`config.mk`:
```
export PLATFORM = sky130hd
export DESIGN_NAME = seq_mant_div
export DESIGN_NICKNAME = d
export VERILOG_FILES = /design/src/rtl/mantdiv_pkg.sv /design/src/rtl/nr_div_step.sv /design/src/rtl/seq_mant_div.sv
export SDC_FILE = /design/constraint.sdc
export NUM_CORES = 1
export LEC_CHECK = 0
export ABC_AREA = 1
export CAP_MARGIN = 20
export CORE_ASPECT_RATIO = 0.9
export CORE_MARGIN = 3
export CORE_UTILIZATION = 52
export DETAILED_ROUTE_END_ITERATION = 10
export GPL_TIMING_DRIVEN = 0
export MAX_ROUTING_LAYER = met4
export PLACE_DENSITY = 0.83
export SETUP_SLACK_MARGIN = 0.5
export SLEW_MARGIN = 20
export SYNTH_ARGS = -nofsm -noshare
export SYNTH_HDL_FRONTEND = slang
export SYNTH_SLANG_ARGS = --single-unit
export TNS_END_PERCENT = 10
```
`constraint.sdc`:
```
create_clock -name clk -period 2.55 [get_ports clk]
set_input_delay 0.51 -clock clk [delete_from_list [all_inputs] [get_ports clk]]
set_output_delay 0.51 -clock clk [all_outputs]
set_load 0.1 [all_outputs]
```
`src/rtl/mantdiv_pkg.sv`:
```
// Shared types and constants for the sequential mantissa divider.
// Latency: n/a (declarations only).
// Backpressure: n/a.
//
// Contents: FSM state enum, step-counter width helper, divide-by-zero
// quotient constant (all ones of a given width, right-aligned in 64 bits).
package mantdiv_pkg;

    typedef enum logic [1:0] {
        IDLE = 2'd0,
        CALC = 2'd1,
        FIX  = 2'd2,
        DONE = 2'd3
    } state_t;

    // Counter must hold the value WIDTH itself, hence WIDTH+1.
    function automatic int cnt_w(input int width);
        return $clog2(width + 1);
    endfunction

    // All-ones quotient returned on divide by zero; caller slices [WIDTH-1:0].
    function automatic logic [63:0] dbz_quot(input int width);
        logic [63:0] ones;
        ones = '1;
        return ones >> (64 - width);
    endfunction

endpackage

```
`src/rtl/nr_div_step.sv`:
```
// One non-restoring division step: shift partial remainder, add or subtract divisor.
// Latency: purely combinational.
// Backpressure: none; evaluated every cycle, consumed only when the FSM iterates.
//
// Ports:
//   i_p      partial remainder, WIDTH+1 bits, two's complement
//   i_q_msb  bit shifted in from the top of the dividend/quotient register
//   i_d      unsigned divisor
//   o_p_next updated partial remainder
//   o_q_bit  quotient bit produced by this step
module nr_div_step #(
    parameter int WIDTH = 25
) (
    input  logic [WIDTH:0]   i_p,
    input  logic             i_q_msb,
    input  logic [WIDTH-1:0] i_d,
    output logic [WIDTH:0]   o_p_next,
    output logic             o_q_bit
);

    logic [WIDTH:0] w_shift;
    logic [WIDTH:0] w_d_ext;

    // The shift drops P's sign bit; the true result always lies in [-D, D),
    // so wrapping modulo 2^(WIDTH+1) still yields the exact value.
    assign w_shift  = {i_p[WIDTH-1:0], i_q_msb};
    assign w_d_ext  = {1'b0, i_d};
    assign o_p_next = i_p[WIDTH] ? (w_shift + w_d_ext) : (w_shift - w_d_ext);
    assign o_q_bit  = ~o_p_next[WIDTH];

endmodule

```
`src/rtl/seq_mant_div.sv`:
```
// Iterative non-restoring unsigned divider for the FP mantissa divide path.
// Latency: result valid WIDTH+1 edges after accept; divide-by-zero valid 1 edge after accept.
// Backpressure: single op in flight; in_ready low until the result is taken, result held while out_ready low.
//
// Ports:
//   clk, rst_n          clock and synchronous active-low reset
//   in_valid/in_ready   operand handshake (dividend, divisor)
//   abort               cancels an op in CALC or FIX; ignored in IDLE and DONE
//   out_valid/out_ready result handshake (quotient, remainder, dbz)
//   sticky              |remainder (forced 1 on divide by zero); present only
//                       when MANTDIV_STICKY_EN is defined
module seq_mant_div
    import mantdiv_pkg::*;
#(
    parameter int WIDTH = 25,
    parameter int CNT_W = cnt_w(WIDTH)
) (
    input  logic             clk,
    input  logic             rst_n,
    input  logic             in_valid,
    output logic             in_ready,
    input  logic [WIDTH-1:0] dividend,
    input  logic [WIDTH-1:0] divisor,
    input  logic             abort,
    output logic             out_valid,
    input  logic             out_ready,
    output logic [WIDTH-1:0] quotient,
    output logic [WIDTH-1:0] remainder,
    output logic             dbz
`ifdef MANTDIV_STICKY_EN
    ,
    output logic             sticky
`endif
);

    localparam logic [63:0] DBZ_QUOT_FULL = dbz_quot(WIDTH);
    localparam logic [WIDTH-1:0] DBZ_QUOT = DBZ_QUOT_FULL[WIDTH-1:0];

    state_t           r_state;
    logic [WIDTH:0]   r_p;
    logic [WIDTH-1:0] r_q;
    logic [WIDTH-1:0] r_d;
    logic [CNT_W-1:0] r_cnt;

    logic [WIDTH:0]   w_p_next;
    logic             w_q_bit;
    logic [WIDTH:0]   w_p_fix;

    nr_div_step #(
        .WIDTH (WIDTH)
    ) u_step (
        .i_p      (r_p),
        .i_q_msb  (r_q[WIDTH-1]),
        .i_d      (r_d),
        .o_p_next (w_p_next),
        .o_q_bit  (w_q_bit)
    );

    // Final correction: a negative partial remainder is one divisor short.
    assign w_p_fix = r_p[WIDTH] ? (r_p + {1'b0, r_d}) : r_p;

    always_ff @(posedge clk) begin
        if (!rst_n) begin
            r_state   <= IDLE;
            r_p       <= '0;
            r_q       <= '0;
            r_d       <= '0;
            r_cnt     <= '0;
            in_ready  <= 1'b1;
            out_valid <= 1'b0;
            quotient  <= '0;
            remainder <= '0;
            dbz       <= 1'b0;
`ifdef MANTDIV_STICKY_EN
            sticky    <= 1'b0;
`endif
        end else begin
            case (r_state)
                IDLE: begin
                    // abort is deliberately not looked at here.
                    if (in_valid && in_ready) begin
                        r_d      <= divisor;
                        r_q      <= dividend;
                        r_p      <= '0;
                        r_cnt    <= CNT_W'(WIDTH);
                        in_ready <= 1'b0;
                        if (divisor == '0) begin
                            // Result is known now; out_valid rises on the
                            // first DONE cycle.
                            quotient  <= DBZ_QUOT;
                            remainder <= dividend;
                            dbz       <= 1'b1;
`ifdef MANTDIV_STICKY_EN
                            sticky    <= 1'b1;
`endif
                            r_state   <= DONE;
                        end else begin
                            r_state   <= CALC;
                        end
                    end
                end

                CALC: begin
                    if (abort) begin
                        in_ready <= 1'b1;
                        r_state  <= IDLE;
                    end else begin
                        r_p   <= w_p_next;
                        r_q   <= {r_q[WIDTH-2:0], w_q_bit};
                        r_cnt <= r_cnt - CNT_W'(1);
                        // Counter still 1 means this is the last of WIDTH steps.
                        if (r_cnt == CNT_W'(1)) begin
                            r_state <= FIX;
                        end
                    end
                end

                FIX: begin
                    if (abort) begin
                        in_ready <= 1'b1;
                        r_state  <= IDLE;
                    end else begin
                        quotient  <= r_q;
                        remainder <= w_p_fix[WIDTH-1:0];
                        dbz       <= 1'b0;
`ifdef MANTDIV_STICKY_EN
                        sticky    <= |w_p_fix[WIDTH-1:0];
`endif
                        out_valid <= 1'b1;
                        r_state   <= DONE;
                    end
                end

                DONE: begin
                    if (!out_valid) begin
                        // Only reached on the divide-by-zero path.
                        out_valid <= 1'b1;
                    end else if (out_ready) begin
                        out_valid <= 1'b0;
                        in_ready  <= 1'b1;
                        r_state   <= IDLE;
                    end
                end

                default: begin
                    out_valid <= 1'b0;
                    in_ready  <= 1'b1;
                    r_state   <= IDLE;
                end
            endcase
        end
    end

endmodule

```
==> impl_results.md <==
- TritonCTS Sinks: 136
- Synthesized flop and latch total: 136
- GR Overflow Total: 0
- Tcrit/Tclk final: 1.24
- Synth Area in Adders: 0.0810
- Global Route Usage Sum: 0.369
- Nets: ~1800
- DP Area: 10800 um2
- Std-Cell Rows: 45
- Synth cell types: 38
- Max_cap viols: 0
- Setup Skew: between 0.01 and 0.015 ns
- Post-Synth Simple-Gate Area: 0.302
- IO Pins: approximately 110
- Slew Viols, Final: 0
- Compound-Gate Fraction of Synth Area: 0.200
- Vias in the first global route: approximately 10000
- DIE WIDTH: about 150 um
- Sequential fraction of the synthesis area: 0.293
- Worst Path Max Fanout: 4
- Final hold vios: 0
- Failing checks: setup timing
- Worst Tran Pin Value: a little over 1 ns
- # diodes: 0
- CTS Hold Bufs: 0
- Setup-failing EPs final: 20
- Via count: 11200
- CTS tree: built
- RSZ-0062 raised after global routing: true
- Setup Crit Path Kind: flip-flop to flip-flop
- Multi-input logic area: roughly 6500 um2
- Post-synthesis mux area share: 0
- Clock-pin slew on the worst setup and hold paths: approximately 0.07 ns
- Port buffer count: approximately 110
- Largest family of logic cells by synthesized area: simple AND/OR/NAND/NOR gates
- Maximum clock rate: about 320 MHz
- Largest area contributor in the netlist: dfxtp_1
- Die height: between 100 and 150 um
- Clock latency on the worst-skew pair: roughly 0.43 ns
- Final Cell Area: approximately 13000 um2
- GP Congestion: 1.03
- DR DRC count: 0
- Vias per cell: between 5 and 6
- Tmin final: 3.16 ns
- CTS HTree Levels: 4
- Router iterations before antenna repair: 7
- Initial DRC Count: about 1500
- CTS Buf Count: 17
- Area of the die: 19500 um2
- Syn. warnings: 0
- Clk buf depth: 2
- Starting Density: 0.541
- Worst hold path class: flip-flop to flip-flop
- Area of the core: between 15000 and 20000 um2
- DR WL/cell: between 15 and 20 um
- Total Routed Length: between 30 and 40 mm
- Area grow syn2layout: 37.1%
- Outcome: finished with violations
- First-pass GRT wire length: ~56 mm
- Ranking of synthesized cells by area: dfxtp_1 (29%), nand2_1 (14%), a21oi_1 (8.1%)
- Fillers: approximately 1300
- Largest net degree at the start of global routing: 17
- Arr. time, crit path: roughly 3.5 ns
- Worst Setup End Kind: flip-flop
- Synth Area per Inst: roughly 6.3 um2
- Post-route setup slack: -0.613 ns
- Post-route ant nets: 0
- Post-DP HPWL: about 27 mm
- Share of cells above drive strength 1: 0.223
- Clk Tree Root Cell: clkbuf_16
- Mapped cell area: a little over 9000 um2
- Seq. cell area: about 2700 um2
- Initial antenna violation count: 0
- Post-synthesis xor/xnor area fraction: 0.0311
- Post-synth top area share: 0.293
- Worst Path Required: 2.84 ns
- Worst hold margin: 0.473 ns
- Post-synthesis cell count: around 1500
- Net count after synthesis: around 1600
- Worst Setup Start Kind: flip-flop
- Max-slew headroom at the worst pin: 0.328
-- what timing repair did --
action / in CTS / in global routing
resized for setup: 345 / 107
cloned: 0 / 0
endpoints found under the hold margin: 0 / 0
setup buffers: 39 / 7
setup endpoints to repair: 185 / 131
pin swaps: 77 / 41
-- final timing paths --
kind / slack [ns] / to / cells past startpoint / from
worst min register to register: 0.47 / remainder[3] / 2 / remainder[3]
worst max register to register: -0.61 / r_q[0] / 20 / r_d[0]
worst min-delay path: 0.47 / remainder[3] / 2 / remainder[3]
worst max-delay path: -0.61 / r_q[0] / 20 / r_d[0]
-- layer usage --
metal	track usage	part of all wire	vias up
met5	-	0	-
li1	-	-	5232
met3	0.0815	0.11	121
met4	0.118	0.042	0
met1	0.512	0.43	5179
met2	0.534	0.42	678
-- metrics by stage --
step                      setup WS [ns]  std cells  TNS [ns]  utilization
after floorplan                 -0.0438       1473   -0.0438            -
after global placement           -0.773       1815    -32.24        0.626
after detailed placement         -0.824       1815    -33.67        0.626
after CTS                        -0.552       1886     -4.14        0.716
after global routing             -0.758       1893     -9.88        0.742
final                            -0.613       1893     -6.95        0.742
-- critical path, cell delays in order, from the launching register on --
cell and delay [ns]:
dfxtp_4 0.35, inv_4 0.06, ha_4 0.12, nand4_1 0.15
nor2_2 0.21, nand3_2 0.15, nand2_2 0.11, nand2_2 0.08
a21oi_4 0.16, o21ai_2 0.07, xor2_1 0.16, ha_1 0.37
inv_2 0.10, nor3_4 0.05, buf_4 0.15, a21oi_4 0.17
nand3_1 0.10, nand2_1 0.14, nand3_2 0.14, nand2_2 0.11
a21oi_2 0.05
-- cell families after synthesis --
| group | after synthesis |
|---|---|
| adders and majority gates | 59 |
| and+or+nand+nor | 681 |
| buffers and inverters | 223 |
| DFF | 136 |
| xor gates and xnor gates | 33 |
| AOI/OAI and AO/OA | 341 |
-- sequential cells by signal, summed over array words and instances, names as in the netlist --
name	count
r_p	26
quotient	25
r_d	25
r_q	25
remainder	25
r_cnt	5
r_state	2
dbz	1
in_ready	1
out_valid	1
-- cell usage in the layout (no fill, tap or decap), types with 19 or more instances in the layout --
cell	instances
clkbuf_16	19
buf_4	44
clkdlybuf4s15_2	48
xor2_1	29
a21oi_2	24
a21oi_1	122
inv_1	144
nor2_1	173
nand2_2	38
o22ai_1	24
clkdlybuf4s50_1	47
o21ai_0	83
ha_1	47
nand2_1	307
dfxtp_1	126
a31oi_1	27
nand3_1	56
inv_2	19
-- final cells by class --
class                           instances  area share
Inverter                              170      0.0519
Clock inverter                         14      0.0124
Buffer                                 53      0.0319
Clock buffer                           18      0.0345
Tap cell                              235      0.0231
Timing Repair Buffer                  153       0.117
Sequential cell                       136       0.215
Multi-Input combinational cell       1114       0.514
-- synthesized netlist by cell type, drive strengths merged --
cell type  number
o31ai           4
nor4            3
a22oi           2
fa              2
o21bai          7
o22ai          26
xor2           30
a31oi          27
clkbuf         34
o21a            9
inv           170
nor3           15
o21ai         107
dfxtp         136
a22o            1
ha             57
o211ai          4
buf            19
nand3b          4
nand3          76
a21o            1
a21oi         151
nor2          197
or2             9
xnor2           3
and2            3
nand4          18
nand2         356
a211oi          2
Power is left out: the tool's default activity adds up to more than one toggle a clock period on the data nets, which glitch-free logic cannot reach.
